===== src/rtl/rv32ima_pkg.sv =====
// Shared types and encodings for the rv32ima memory controller.
package rv32ima_pkg;

    typedef logic [31:0] word_t;

    localparam int unsigned LDST_WIDTH_W = 2;
    typedef logic [LDST_WIDTH_W-1:0] ldst_width_t;

    localparam ldst_width_t LDST_BYTE    = 2'b00;
    localparam ldst_width_t LDST_HALF    = 2'b01;
    localparam ldst_width_t LDST_WORD    = 2'b10;
    localparam ldst_width_t LDST_ILLEGAL = 2'b11;

    typedef enum logic [1:0] {
        IDLE,
        IACC,
        DACC,
        RESP
    } mem_ctrl_state_t;

endpackage


===== src/rtl/mem_lane_align.sv =====
// Byte-lane steering for data accesses: byte enables, store replication,
// load right-justification and misalignment detection. Purely combinational.
module mem_lane_align
    import rv32ima_pkg::*;
(
    input  logic [1:0]  i_off,
    input  ldst_width_t i_width,
    input  word_t       i_store,
    input  word_t       i_rdata,
    output logic [3:0]  o_be,
    output word_t       o_wdata,
    output word_t       o_load,
    output logic        o_misalign
);

    word_t w_shifted;

    // Decode width into lane enables, replicated store data and aligned load data.
    always_comb begin
        o_be       = 4'b0000;
        o_wdata    = '0;
        o_load     = '0;
        o_misalign = 1'b0;
        w_shifted  = i_rdata >> {i_off, 3'b000};
        case (i_width)
            LDST_BYTE: begin
                o_be    = 4'b0001 << i_off;
                o_wdata = {4{i_store[7:0]}};
                o_load  = {24'h000000, w_shifted[7:0]};
            end
            LDST_HALF: begin
                o_be       = 4'b0011 << {i_off[1], 1'b0};
                o_wdata    = {2{i_store[15:0]}};
                o_load     = {16'h0000, w_shifted[15:0]};
                o_misalign = i_off[0];
            end
            LDST_WORD: begin
                o_be       = 4'b1111;
                o_wdata    = i_store;
                o_load     = i_rdata;
                o_misalign = |i_off;
            end
            default: begin
                // Illegal width is reported the same way as a misaligned access.
                o_misalign = 1'b1;
            end
        endcase
    end

endmodule


===== src/rtl/mem_ctrl.sv =====
// Arbitrating memory controller: one instruction fetch port and one data
// load/store port share a single RAM with one command outstanding at a time.
module mem_ctrl
    import rv32ima_pkg::*;
(
    input  logic        clk,
    input  logic        rst,
    // Instruction port
    input  logic        imem_ren,
    input  word_t       imem_addr,
    output word_t       imem_load,
    output logic        ihit,
    // Data port
    input  logic        dmem_ren,
    input  logic        dmem_wen,
    input  word_t       dmem_addr,
    input  word_t       dmem_store,
    input  ldst_width_t dmem_width,
    output word_t       dmem_load,
    output logic        dhit,
    output logic        dmem_err,
    // RAM port
    output logic [29:0] ram_addr,
    output logic        ram_ren,
    output logic        ram_wen,
    output logic [3:0]  ram_be,
    output word_t       ram_wdata,
    input  word_t       ram_rdata,
    input  logic        ram_ready
);

    mem_ctrl_state_t r_state;
    logic            r_last_data;   // previous grant went to the data port
    logic [1:0]      r_off;
    ldst_width_t     r_width;
    logic            r_is_store;
    logic            r_conflict;    // ren and wen were both asserted at grant

    logic        r_ihit;
    logic        r_dhit;
    logic        r_dmem_err;
    word_t       r_imem_load;
    word_t       r_dmem_load;
    logic [29:0] r_ram_addr;
    logic        r_ram_ren;
    logic        r_ram_wen;
    logic [3:0]  r_ram_be;
    word_t       r_ram_wdata;

    logic        w_dreq;
    logic        w_grant_data;
    logic [1:0]  w_lane_off;
    ldst_width_t w_lane_width;
    logic [3:0]  w_be;
    word_t       w_wdata;
    word_t       w_load;
    logic        w_misalign;
    logic        w_unused_iaddr;

    assign w_dreq       = dmem_ren | dmem_wen;
    // Data wins unless it also won last time and a fetch is waiting.
    assign w_grant_data = w_dreq & ~(imem_ren & r_last_data);

    // In IDLE the lane logic sees the live request; afterwards the latched one.
    assign w_lane_off   = (r_state == IDLE) ? dmem_addr[1:0] : r_off;
    assign w_lane_width = (r_state == IDLE) ? dmem_width     : r_width;

    // Fetches are always whole words.
    assign w_unused_iaddr = ^imem_addr[1:0];

    mem_lane_align u_lane (
        .i_off      (w_lane_off),
        .i_width    (w_lane_width),
        .i_store    (dmem_store),
        .i_rdata    (ram_rdata),
        .o_be       (w_be),
        .o_wdata    (w_wdata),
        .o_load     (w_load),
        .o_misalign (w_misalign)
    );

    // Controller FSM with registered RAM commands and response pulses.
    always_ff @(posedge clk) begin
        if (rst) begin
            r_state     <= IDLE;
            r_last_data <= 1'b0;
            r_off       <= 2'b00;
            r_width     <= LDST_BYTE;
            r_is_store  <= 1'b0;
            r_conflict  <= 1'b0;
            r_ihit      <= 1'b0;
            r_dhit      <= 1'b0;
            r_dmem_err  <= 1'b0;
            r_imem_load <= '0;
            r_dmem_load <= '0;
            r_ram_addr  <= '0;
            r_ram_ren   <= 1'b0;
            r_ram_wen   <= 1'b0;
            r_ram_be    <= 4'b0000;
            r_ram_wdata <= '0;
        end else begin
            r_ihit     <= 1'b0;
            r_dhit     <= 1'b0;
            r_dmem_err <= 1'b0;
            case (r_state)
                IDLE: begin
                    if (w_grant_data) begin
                        r_last_data <= 1'b1;
                        r_off       <= dmem_addr[1:0];
                        r_width     <= dmem_width;
                        r_is_store  <= dmem_wen;
                        r_conflict  <= dmem_ren & dmem_wen;
                        if (w_misalign) begin
                            r_dhit      <= 1'b1;
                            r_dmem_err  <= 1'b1;
                            r_dmem_load <= '0;
                            r_state     <= RESP;
                        end else begin
                            r_ram_addr  <= dmem_addr[31:2];
                            r_ram_be    <= w_be;
                            r_ram_wdata <= w_wdata;
                            r_ram_wen   <= dmem_wen;
                            r_ram_ren   <= ~dmem_wen;
                            r_state     <= DACC;
                        end
                    end else if (imem_ren) begin
                        r_last_data <= 1'b0;
                        r_ram_addr  <= imem_addr[31:2];
                        r_ram_be    <= 4'b1111;
                        r_ram_ren   <= 1'b1;
                        r_ram_wen   <= 1'b0;
                        r_state     <= IACC;
                    end
                end
                IACC: begin
                    if (ram_ready) begin
                        r_ram_ren   <= 1'b0;
                        r_imem_load <= ram_rdata;
                        r_ihit      <= 1'b1;
                        r_state     <= RESP;
                    end
                end
                DACC: begin
                    if (ram_ready) begin
                        r_ram_ren  <= 1'b0;
                        r_ram_wen  <= 1'b0;
                        if (!r_is_store) begin
                            r_dmem_load <= w_load;
                        end
                        r_dhit     <= 1'b1;
                        r_dmem_err <= r_conflict;
                        r_state    <= RESP;
                    end
                end
                RESP: begin
                    r_state <= IDLE;
                end
                default: begin
                    r_state <= IDLE;
                end
            endcase
        end
    end

    assign ihit      = r_ihit;
    assign dhit      = r_dhit;
    assign dmem_err  = r_dmem_err;
    assign imem_load = r_imem_load;
    assign dmem_load = r_dmem_load;
    assign ram_addr  = r_ram_addr;
    assign ram_ren   = r_ram_ren;
    assign ram_wen   = r_ram_wen;
    assign ram_be    = r_ram_be;
    assign ram_wdata = r_ram_wdata;

endmodule


===== config.mk =====
export PLATFORM = sky130hd
export DESIGN_NAME = mem_ctrl
export DESIGN_NICKNAME = d
export VERILOG_FILES = /design/src/rtl/rv32ima_pkg.sv /design/src/rtl/mem_lane_align.sv /design/src/rtl/mem_ctrl.sv
export SDC_FILE = /design/constraint.sdc
export NUM_CORES = 1
export LEC_CHECK = 0
export ABC_AREA = 1
export CAP_MARGIN = 20
export CORE_MARGIN = 3
export CORE_UTILIZATION = 35
export DETAILED_ROUTE_END_ITERATION = 8
export GPL_TIMING_DRIVEN = 0
export PLACE_DENSITY = 0.66
export SLEW_MARGIN = 10
export SYNTH_ARGS = -nofsm -noshare
export SYNTH_HDL_FRONTEND = slang
export SYNTH_SLANG_ARGS = --single-unit

===== constraint.sdc =====
create_clock -name clk -period 2.5 [get_ports clk]
set_input_delay 0.375 -clock clk [delete_from_list [all_inputs] [get_ports clk]]
set_output_delay 0.375 -clock clk [all_outputs]
set_load 0.05 [all_outputs]

==> metrics.csv <==
stage;metric;value;unit
timing;final setup TNS;0;ns
drt;wire per inst;16.31;um
layout;NumNets Final;1451;
worst_setup_path;Setup CP Type;reg -> reg;
worst_setup_path;CP arrival;2.59;ns
logic_synthesis;Yosys cell types;32;
global_route;vias in the first global route;7066;
placement;Post-Place Cell Area;9748;um2
logic_synthesis;Yosys reg bits;144;
logic_synthesis;Cell Area, Synth;6750;um2
timing;Slew Limit Fails;0;
drt;Detail Route Antenna Nets;0;
layout;commonest non-fill, non-tap cell in the layout;nand2_1;
global_route;grt total ovfl;0;
floorplanning;Ports;271;
timing;max-slew headroom at the worst pin;59.75;%
clocking;CTS tree;done;
flow_run;Maximum Capacitance Violations;0;
layout;design area;10340;um2
pwr;leakage power;4.431;nW
global_route;largest net degree at the start of global routing;17;
global_route;Tot GR Track Use;23.60;%
logic_synthesis;register area share after synthesis;42.71;%
logic_synthesis;syn_area_per_cell;6.598;um2
pwr;power density cells;1484;nW/um2
global_route;initial antenna violation count;1;
placement;GPL Wtd Cong;0.8847;
clocking;TritonCTS buffer count;17;
timing;final worst slack;0.2419;ns
pwr;peak supply drop;0.0007429;V
drt;wirelength, routed;25.82;mm
layout;final cell count without fillers;1583;
worst_setup_path;maximum fanout along the worst path;10;
drt;DR vias;7638;
drt;metal1 wirelength;11.32;mm
placement;I/O Buffers;267;
timing;clk_skew;0.008922;ns
drt;wire length on met2;11.94;mm
placement;pre-CTS WS;-0.08668;ns
timing;Final setup viols;0;
timing;Slew @ Worst Pin;0.6038;ns
logic_synthesis;yosys synthesis warning count;0;
clocking;Skew-Pair Late Insertion Delay;0.43;ns
worst_setup_path;crit path capture type;register;
timing;Final Hold Fails;0;
worst_setup_path;Critical Path Source Type;register;
min_path;class of the worst hold path;reg -> reg;
layout;Area Overhead vs Synth;53.16;%
layout;layout cells sized above 1;6.198;%
clocking;Worst-path clk slew;0.06;ns
drt;DRT iter0 DRCs;463;
layout;most frequent cells in the layout;nand2_1, clkdlybuf4s50_1, dfxtp_1;
drt;DRT Pass-1 Iters;5;
floorplanning;area of the die;20990;um2
clocking;Post-CTS Hold Buffers;0;
floorplanning;Starting Density;35.85;%
logic_synthesis;Mapped Cells;1023;
floorplanning;core area;18830;um2
drt;routed vias/inst;4.825;
placement;hpwl dp;20.13;mm
timing;RSZ-0062 raised after global routing;no;
clocking;# H-tree levels;4;
timing;ratio of final minimum period to clock period;90.33;%
logic_synthesis;syn_nets;1163;
floorplanning;die width;144.9;um
global_route;first-pass GRT wire length;38.36;mm
outcome;status;complete, no violations;
drt;wire length on met3;1.919;mm
drt;DRC;0;
clocking;clock tree buffer depth;2;
floorplanning;FP Rows;50;
layout;Ant. Diodes;0;
timing;Tmin final;2.258;ns
placement;placed insts;1550;
worst_setup_path;Worst Path Required;2.83;ns
clocking;root buf cell;clkbuf_16;
drt;top layer in use;met5;
floorplanning;Die Y-Extent;144.9;um
timing;fmax;442.8;MHz
clocking;clock sinks;144;
## per-stage QoR
stage                     power, mW  hold WS (ns)  utilization [%]
after floorplan               9.776        0.4418                -
after CTS                     15.32        0.4626            54.76
final                         15.34        0.4613            54.90
after global routing          16.34        0.4739            54.90
after detailed placement      12.80        0.4536            51.77
after global placement        12.71        0.4492            51.77
## cell type report
cell class                      count  area, um2
Buffer                             57      291.5
Clock buffer                       20      446.7
Clock inverter                     11      116.4
Fill cell                        1887       8492
Inverter                           84      317.8
Multi-Input combinational cell    738       3271
Sequential cell                   144       2883
Tap cell                          260      325.3
Timing Repair Buffer              269       2688
## layer usage
layer  up-vias  track usage, %
li1       3822               -
met1      3492           31.24
met2       275           38.13
met3        47           5.652
met4         2           7.413
met5         -               0
## kinds of logic after synthesis
group | Yosys count | share of synthesized area, %
AND/OR/NAND/NOR | 510 | 29.90
AO/OA/AOI/OAI | 224 | 17.78
flip-flops | 144 | 42.71
buffers and inverters | 141 | 8.879
adder cells (fa/ha/maj) | 4 | 0.7415
## power by group
group / total (mW) / internal [mW] / switching [mW]
Combinational: 9.37 / 2.98 / 6.40
Sequential: 3.47 / 3.08 / 0.398
Clock: 2.49 / 1.48 / 1.01
## state kept, by name, summed over array words and instances (netlist names)
| signal | flops |
|---|---|
| dhit | 1 |
| r_off | 2 |
| ram_addr | 30 |
| r_conflict | 1 |
| ihit | 1 |
| ram_ren | 1 |
| ram_wen | 1 |
| r_is_store | 1 |
| dmem_load | 32 |
| dmem_err | 1 |
| imem_load | 32 |
| ram_be | 4 |
| r_width | 2 |
| r_state | 2 |
| r_last_data | 1 |
| ram_wdata | 32 |
## synth_stat cells
| master | instances | area, um2 |
|---|---|---|
| a21oi_2 | 1 | 8.760 |
| nand3_1 | 22 | 110.1 |
| o22ai_1 | 1 | 6.260 |
| o21ai_0 | 73 | 365.4 |
| nand4_1 | 2 | 12.51 |
| ha_1 | 4 | 50.05 |
| nand2_2 | 6 | 37.54 |
| dfxtp_1 | 144 | 2883 |
| nor2_1 | 127 | 476.7 |
| o2111ai_1 | 1 | 8.760 |
| nor2_4 | 1 | 11.26 |
| inv_2 | 7 | 26.28 |
| buf_4 | 9 | 67.56 |
| nand3_2 | 2 | 20.02 |
| a21boi_1 | 1 | 7.510 |
| nand2_1 | 345 | 1295 |
| inv_1 | 74 | 277.8 |
| o211ai_1 | 8 | 60.06 |
| clkbuf_1 | 31 | 116.4 |
| o21ai_1 | 7 | 35.03 |
| a21oi_1 | 120 | 600.6 |
| a31oi_1 | 2 | 12.51 |
| a22o_1 | 8 | 70.07 |
| o21ai_4 | 1 | 16.27 |
| buf_6 | 3 | 33.78 |
| o21ai_2 | 1 | 8.760 |
| nor2_8 | 1 | 20.02 |
| nor2_2 | 2 | 12.51 |
| clkinv_1 | 3 | 11.26 |
| buf_1 | 3 | 11.26 |
| nand2_4 | 2 | 22.52 |
| buf_2 | 11 | 55.05 |
## worst max-delay path, stage by stage (launching register included)
cell and delay (ns):
dfxtp_1 0.38, inv_1 0.08, ha_1 0.29, buf_6 0.19, nand2_1 0.07, nand2_1 0.16, nor2_1 0.51, nand2_1 0.11
nand4_1 0.11, o21ai_0 0.11, nor2_1 0.10, nor2_1 0.04
## what timing repair did
| item | 4_1_cts | 5_1_grt |
|---|---|---|
| setup endpoints to repair | 0 | 31 |
| buffers inserted | 0 | 2 |
| resized for setup | 0 | 13 |
## worst paths after layout
kind | from | end | slack (ns) | cells after the start
hold / removal | ram_addr[24]$_SDFFE_PP0P_ | ram_addr[24]$_SDFFE_PP0P_ | 0.46 | 2
setup / recovery | r_state[0]$_SDFFE_PP0P_ | dmem_load[14]$_SDFFE_PP0P_ | 0.24 | 11
hold reg to reg | ram_addr[24]$_SDFFE_PP0P_ | ram_addr[24]$_SDFFE_PP0P_ | 0.46 | 2
setup reg to reg | r_state[0]$_SDFFE_PP0P_ | dmem_load[14]$_SDFFE_PP0P_ | 0.24 | 11
Note: power is estimated with default switching activity, not from simulation.
